### src/rtl/bus_arbiter.sv
// Two-master round-robin arbiter with hold limit; registered grants, bus mux combinational from state.
// Grant follows a request by one edge; a dropped request reaches m_req in the same cycle, grant drops at the next edge.
module bus_arbiter #(
  parameter int MAX_HOLD = 16
) (
  input  logic        clk,
  input  logic        reset_n,
  input  logic        m0_req,
  input  logic        m1_req,
  input  logic        m0_wr,
  input  logic        m1_wr,
  input  logic [15:0] m0_addr,
  input  logic [15:0] m1_addr,
  input  logic [63:0] m0_dout,
  input  logic [63:0] m1_dout,
  output logic        m0_grant,
  output logic        m1_grant,
  output logic [63:0] m0_din,
  output logic [63:0] m1_din,
  output logic        m_req,
  output logic        m_wr,
  output logic [15:0] m_addr,
  output logic [63:0] m_dout,
  input  logic [63:0] m_din
);

  localparam logic [1:0] IDLE   = 2'd0;
  localparam logic [1:0] GRANT0 = 2'd1;
  localparam logic [1:0] GRANT1 = 2'd2;

  localparam logic [7:0] HOLD_LAST = 8'(MAX_HOLD - 1);

  logic [1:0] state_q, state_d;
  logic       last_q, last_d;
  logic [7:0] hold_cnt_q, hold_cnt_d;

  always_comb begin
    state_d = state_q;
    unique case (state_q)
      IDLE: begin
        if (m0_req && !m1_req)      state_d = GRANT0;
        else if (m1_req && !m0_req) state_d = GRANT1;
        else if (m0_req && m1_req)  state_d = last_q ? GRANT0 : GRANT1;
      end
      GRANT0: begin
        if (!m0_req)                              state_d = m1_req ? GRANT1 : IDLE;
        else if (m1_req && hold_cnt_q == HOLD_LAST) state_d = GRANT1;
      end
      GRANT1: begin
        if (!m1_req)                              state_d = m0_req ? GRANT0 : IDLE;
        else if (m0_req && hold_cnt_q == HOLD_LAST) state_d = GRANT0;
      end
      default: state_d = IDLE;
    endcase
  end

  // last tracks the master most recently entered, used only for IDLE ties
  always_comb begin
    last_d = last_q;
    if (state_d == GRANT0 && state_q != GRANT0) last_d = 1'b0;
    if (state_d == GRANT1 && state_q != GRANT1) last_d = 1'b1;
  end

  always_comb begin
    hold_cnt_d = hold_cnt_q;
    if (state_d != state_q || state_d == IDLE) hold_cnt_d = 8'd0;
    else if (hold_cnt_q != 8'hFF)              hold_cnt_d = hold_cnt_q + 8'd1;
  end

  always_ff @(posedge clk) begin
    if (!reset_n) begin
      state_q    <= IDLE;
      last_q     <= 1'b1;
      hold_cnt_q <= 8'd0;
    end else begin
      state_q    <= state_d;
      last_q     <= last_d;
      hold_cnt_q <= hold_cnt_d;
    end
  end

  assign m0_grant = (state_q == GRANT0);
  assign m1_grant = (state_q == GRANT1);

  always_comb begin
    m_req  = 1'b0;
    m_wr   = 1'b0;
    m_addr = 16'h0;
    m_dout = 64'h0;
    if (m0_grant) begin
      m_req  = m0_req;
      m_wr   = m0_wr;
      m_addr = m0_addr;
      m_dout = m0_dout;
    end else if (m1_grant) begin
      m_req  = m1_req;
      m_wr   = m1_wr;
      m_addr = m1_addr;
      m_dout = m1_dout;
    end
  end

  assign m0_din = m0_grant ? m_din : 64'h0;
  assign m1_din = m1_grant ? m_din : 64'h0;

endmodule

### config.mk
export PLATFORM = sky130hd
export DESIGN_NAME = bus_arbiter
export DESIGN_NICKNAME = d
export VERILOG_FILES = /design/src/rtl/bus_arbiter.sv
export SDC_FILE = /design/constraint.sdc
export NUM_CORES = 1
export LEC_CHECK = 0
export ABC_CLOCK_PERIOD_IN_PS = 1900
export CAP_MARGIN = 15
export CORE_AREA = 2 2 170 172
export DETAILED_ROUTE_END_ITERATION = 16
export DIE_AREA = 0 0 172 174
export HOLD_SLACK_MARGIN = 0.1
export MAX_ROUTING_LAYER = met4
export PLACE_DENSITY_LB_ADDON = 0.1
export SYNTH_ARGS = -nofsm -noshare
export SYNTH_HDL_FRONTEND = slang
export SYNTH_SLANG_ARGS = --single-unit
### constraint.sdc
create_clock -name clk -period 1.9 [get_ports clk]
set_input_delay 0.285 -clock clk [delete_from_list [all_inputs] [get_ports clk]]
set_output_delay 0.285 -clock clk [all_outputs]
set_load 0.005 [all_outputs]
==> results.py <==
metrics = {
    "floorplanning": {
        "initial_core_util_pct": 8.12,
        "dieArea_um2": 29900,
        "dieWidth_um": 172,
        "rows": 62,
        "chipHeight_um": 174,
        "coreArea_um2": 28200,
        "ioPinCount": 442,
    },
    "hold_path": {
        "hold_path_depth": 1,
        "min_path_type": "reg2reg",
    },
    "run_status": {
        "violations": "negative setup slack",
        "status": "complete, but fails checks",
    },
    "power": {
        "power_frac_seq_pct": 9.7,
        "intPower_mw": 1.74,
        "power_switching_share_pct": 30.8,
        "pwr-share-comb_pct": 74.8,
        "power_switching_mw": 0.772,
        "ir_drop_mv": 0.244,
        "design_power_total_mw": 2.51,
        "pwr-share-clk_pct": 15.5,
        "power.leakage_nw": 3.84,
        "p_per_area_nw_per_um2": 310,
    },
    "finish": {
        "regArea_um2": 223,
        "most-common-layout-cells": "clkdlybuf4s50_1, and2_1, a22o_1, buf_2, clkbuf_2",
        "area_growth_syn_to_layout_pct": 252,
        "n_fill_cell": 3097,
        "drive_gt1_share_pct": 34.2,
        "multi_input_area_um2": 1980,
        "nets": 1051,
        "final_common_cell": "clkdlybuf4s50_1",
    },
    "yosys": {
        "synth_area_um2": 2290,
        "ys_ff_latch": 11,
        "synthCells": 312,
        "synth.distinct_cells": 35,
        "yosysSeqAreaShare_pct": 9.60,
        "ys_warn_count": 0,
        "syn_avg_cell_area_um2": 7.35,
        "synth_nets": 543,
    },
    "sta": {
        "final_max_slew_viol_count": 0,
        "hold_violations": 0,
        "fin_setup_tns_ns": -1.55,
        "setup_ws_ns": -0.131,
        "skew_ns": 0.00141,
        "rsz0062_at_grt": "true",
        "finalCriticalPeriod_ns": 2.03,
        "timing.final.crit_share_pct": 107,
        "relSlewSlack_pct": 78.3,
        "finalSetupViolations": 44,
        "tightest_slew_ns": 0.324,
        "max_freq_mhz": 492,
    },
    "clocking": {
        "numCtsBuffers": 3,
        "clk_pin_slew_ns": 0.04,
        "htreeDepth": 1,
        "cts.path.max_buffers": 2,
        "clk_latency_ns": 0.24,
        "root_buffer": "clkbuf_16",
        "cts_sinks": 11,
        "cts_tree": "built",
    },
    "worst_setup_path": {
        "start_kind": "register",
        "reg2reg_slack_ns": 0.22,
        "cp.arrival_ns": 1.75,
        "setup.worst_path.end": "m_dout[21]",
        "r2r-end": "hold_cnt_q[2]$_SDFFE_PP0P_",
        "reg2regPathDepth": 5,
        "path_class": "reg2out",
        "crit_start": "state_q[0]$_SDFF_PN0_",
        "cp-end-kind": "output pin",
        "rr_startpoint": "hold_cnt_q[1]$_SDFFE_PP0P_",
        "path_max_fanout": 5,
        "critical_path_required_ns": 1.62,
    },
    "placement": {
        "port_buffers": 441,
        "pre_cts_ws_ns": -0.137,
        "place_congestion": 0.945,
        "dp_hpwl_um": 17100,
    },
    "grt": {
        "grtUsageTotal_pct": 16.1,
        "grt_pass1_wl_um": 34000,
        "antenna_found_initial": 1,
        "grt_pass1_vias": 4748,
        "grt_max_degree": 25,
        "overflow": 0,
    },
    "detailed_routing": {
        "vias": 4518,
        "drt-initial-drc-count": 163,
        "drc": 0,
        "wl_per_cell_um": 20.8,
        "viasPerCell": 3.75,
        "dr.pass1.iters": 4,
        "drtAntennaViolNets": 0,
        "drt_wl_total_um": 25100,
    },
    "flow_run": {
        "cap_violations": 0,
    },
}
registers in the layout (all words and copies together), names as in the netlist:
register    flops
last_q          1
state_q         2
hold_cnt_q      8
power by group through the flow:
| stage | Combinational (mW) | Sequential, mW | Clock [mW] |
|---|---|---|---|
| 2_1_floorplan | 0.383 | 0.248 | 0 |
| 3_3_place_gp | 1.56 | 0.247 | 0 |
| 3_5_place_dp | 1.56 | 0.247 | 0 |
| 4_1_cts | 1.89 | 0.243 | 0.406 |
| 5_1_grt | 1.99 | 0.244 | 0.414 |
| 6_report | 1.88 | 0.244 | 0.389 |
layer usage:
metal	wire (um)	GRT usage, %
met5	0	-
met4	89	1.02
met3	1880	2.69
met2	13000	30.1
met1	10200	18.6
timing repair:
item | in CTS | in global routing
setup endpoints to repair | 211 | 130
setup buffers | 42 | 20
pin swaps | 43 | 16
cloned | 24 | 2
resized for setup | 577 | 151
hold buffers | 0 | 0
cell usage after synthesis:
cell type / instances / area share [%]
xor2_1: 3 / 1.1
nor3_2: 2 / 0.87
nor2_1: 9 / 1.5
and4b_1: 1 / 0.44
inv_1: 1 / 0.16
a31oi_2: 1 / 0.55
nand4_1: 3 / 0.82
buf_2: 18 / 3.9
clkbuf_1: 14 / 2.3
nand3_2: 1 / 0.44
a21oi_1: 4 / 0.87
a41o_1: 1 / 0.44
and4_1: 1 / 0.38
nand2_1: 4 / 0.65
dfxtp_1: 11 / 9.6
and2b_2: 1 / 0.38
nand3_1: 3 / 0.65
o211ai_1: 1 / 0.33
and2_1: 128 / 35
nor4bb_1: 1 / 0.44
buf_4: 1 / 0.33
nor3_1: 4 / 0.87
a41oi_4: 1 / 1.2
a211oi_1: 2 / 0.65
a22o_1: 82 / 31
and3_1: 2 / 0.55
nor2b_1: 1 / 0.27
nand4b_1: 1 / 0.38
mux2i_1: 1 / 0.44
nor4b_2: 1 / 0.65
o21ai_0: 3 / 0.65
a31oi_1: 2 / 0.55
or3b_1: 1 / 0.38
a21bo_2: 1 / 0.44
ha_1: 1 / 0.55
cell type report:
cell class,instances,share of cell area (%)
diodes,3,0.0929
clock buffers,3,0.929
clock inverters,1,0.0619
inverters,1,0.0465
multi-input cells,267,24.5
flip-flops and latches,11,2.76
well taps,384,5.95
repair buffers,536,65.6
worst min path at each step:
stage	to	slack, ns	startpoint
2_1_floorplan	last_q$_SDFFE_PP1P_	0.36	reset_n
3_3_place_gp	hold_cnt_q[7]$_SDFFE_PP0P_	0.52	hold_cnt_q[7]$_SDFFE_PP0P_
3_5_place_dp	hold_cnt_q[7]$_SDFFE_PP0P_	0.51	hold_cnt_q[7]$_SDFFE_PP0P_
4_1_cts	hold_cnt_q[7]$_SDFFE_PP0P_	0.52	hold_cnt_q[7]$_SDFFE_PP0P_
5_1_grt	hold_cnt_q[7]$_SDFFE_PP0P_	0.55	hold_cnt_q[7]$_SDFFE_PP0P_
6_report	hold_cnt_q[7]$_SDFFE_PP0P_	0.52	hold_cnt_q[7]$_SDFFE_PP0P_
logic make-up (layout without fill, tap and decap cells):
group	count (synthesis)	count (layout)	share of synthesized area (%)
adders and majority gates	1	1	0.545
other	0	3	0
AOI/OAI and AO/OA	98	98	37.0
xor gates and xnor gates	3	3	1.15
and+or+nand+nor	164	164	44.6
muxes	1	1	0.436
buffers and inverters	34	541	6.71
DFF	11	11	9.60
through the flow:
step	utilization [%]	hold WS [ns]	cells	cell area, um2
global route	28.6	0.553	1204	8070
global placement	25.7	0.518	1121	7240
floorplan	-	0.359	312	2290
CTS	29.0	0.519	1190	8190
detailed placement	25.7	0.512	1121	7240
finish	28.6	0.521	1206	8080
critical path, stage by stage, from the launching register on:
cell     delay [ns]
dfxtp_2        0.33
and2b_4        0.21
buf_12         0.12
buf_12         0.13
buf_16         0.14
buf_8          0.12
buf_6          0.10
a22o_1         0.20
buf_2          0.14
No activity file was read; power rests on OpenSTA's default activity.
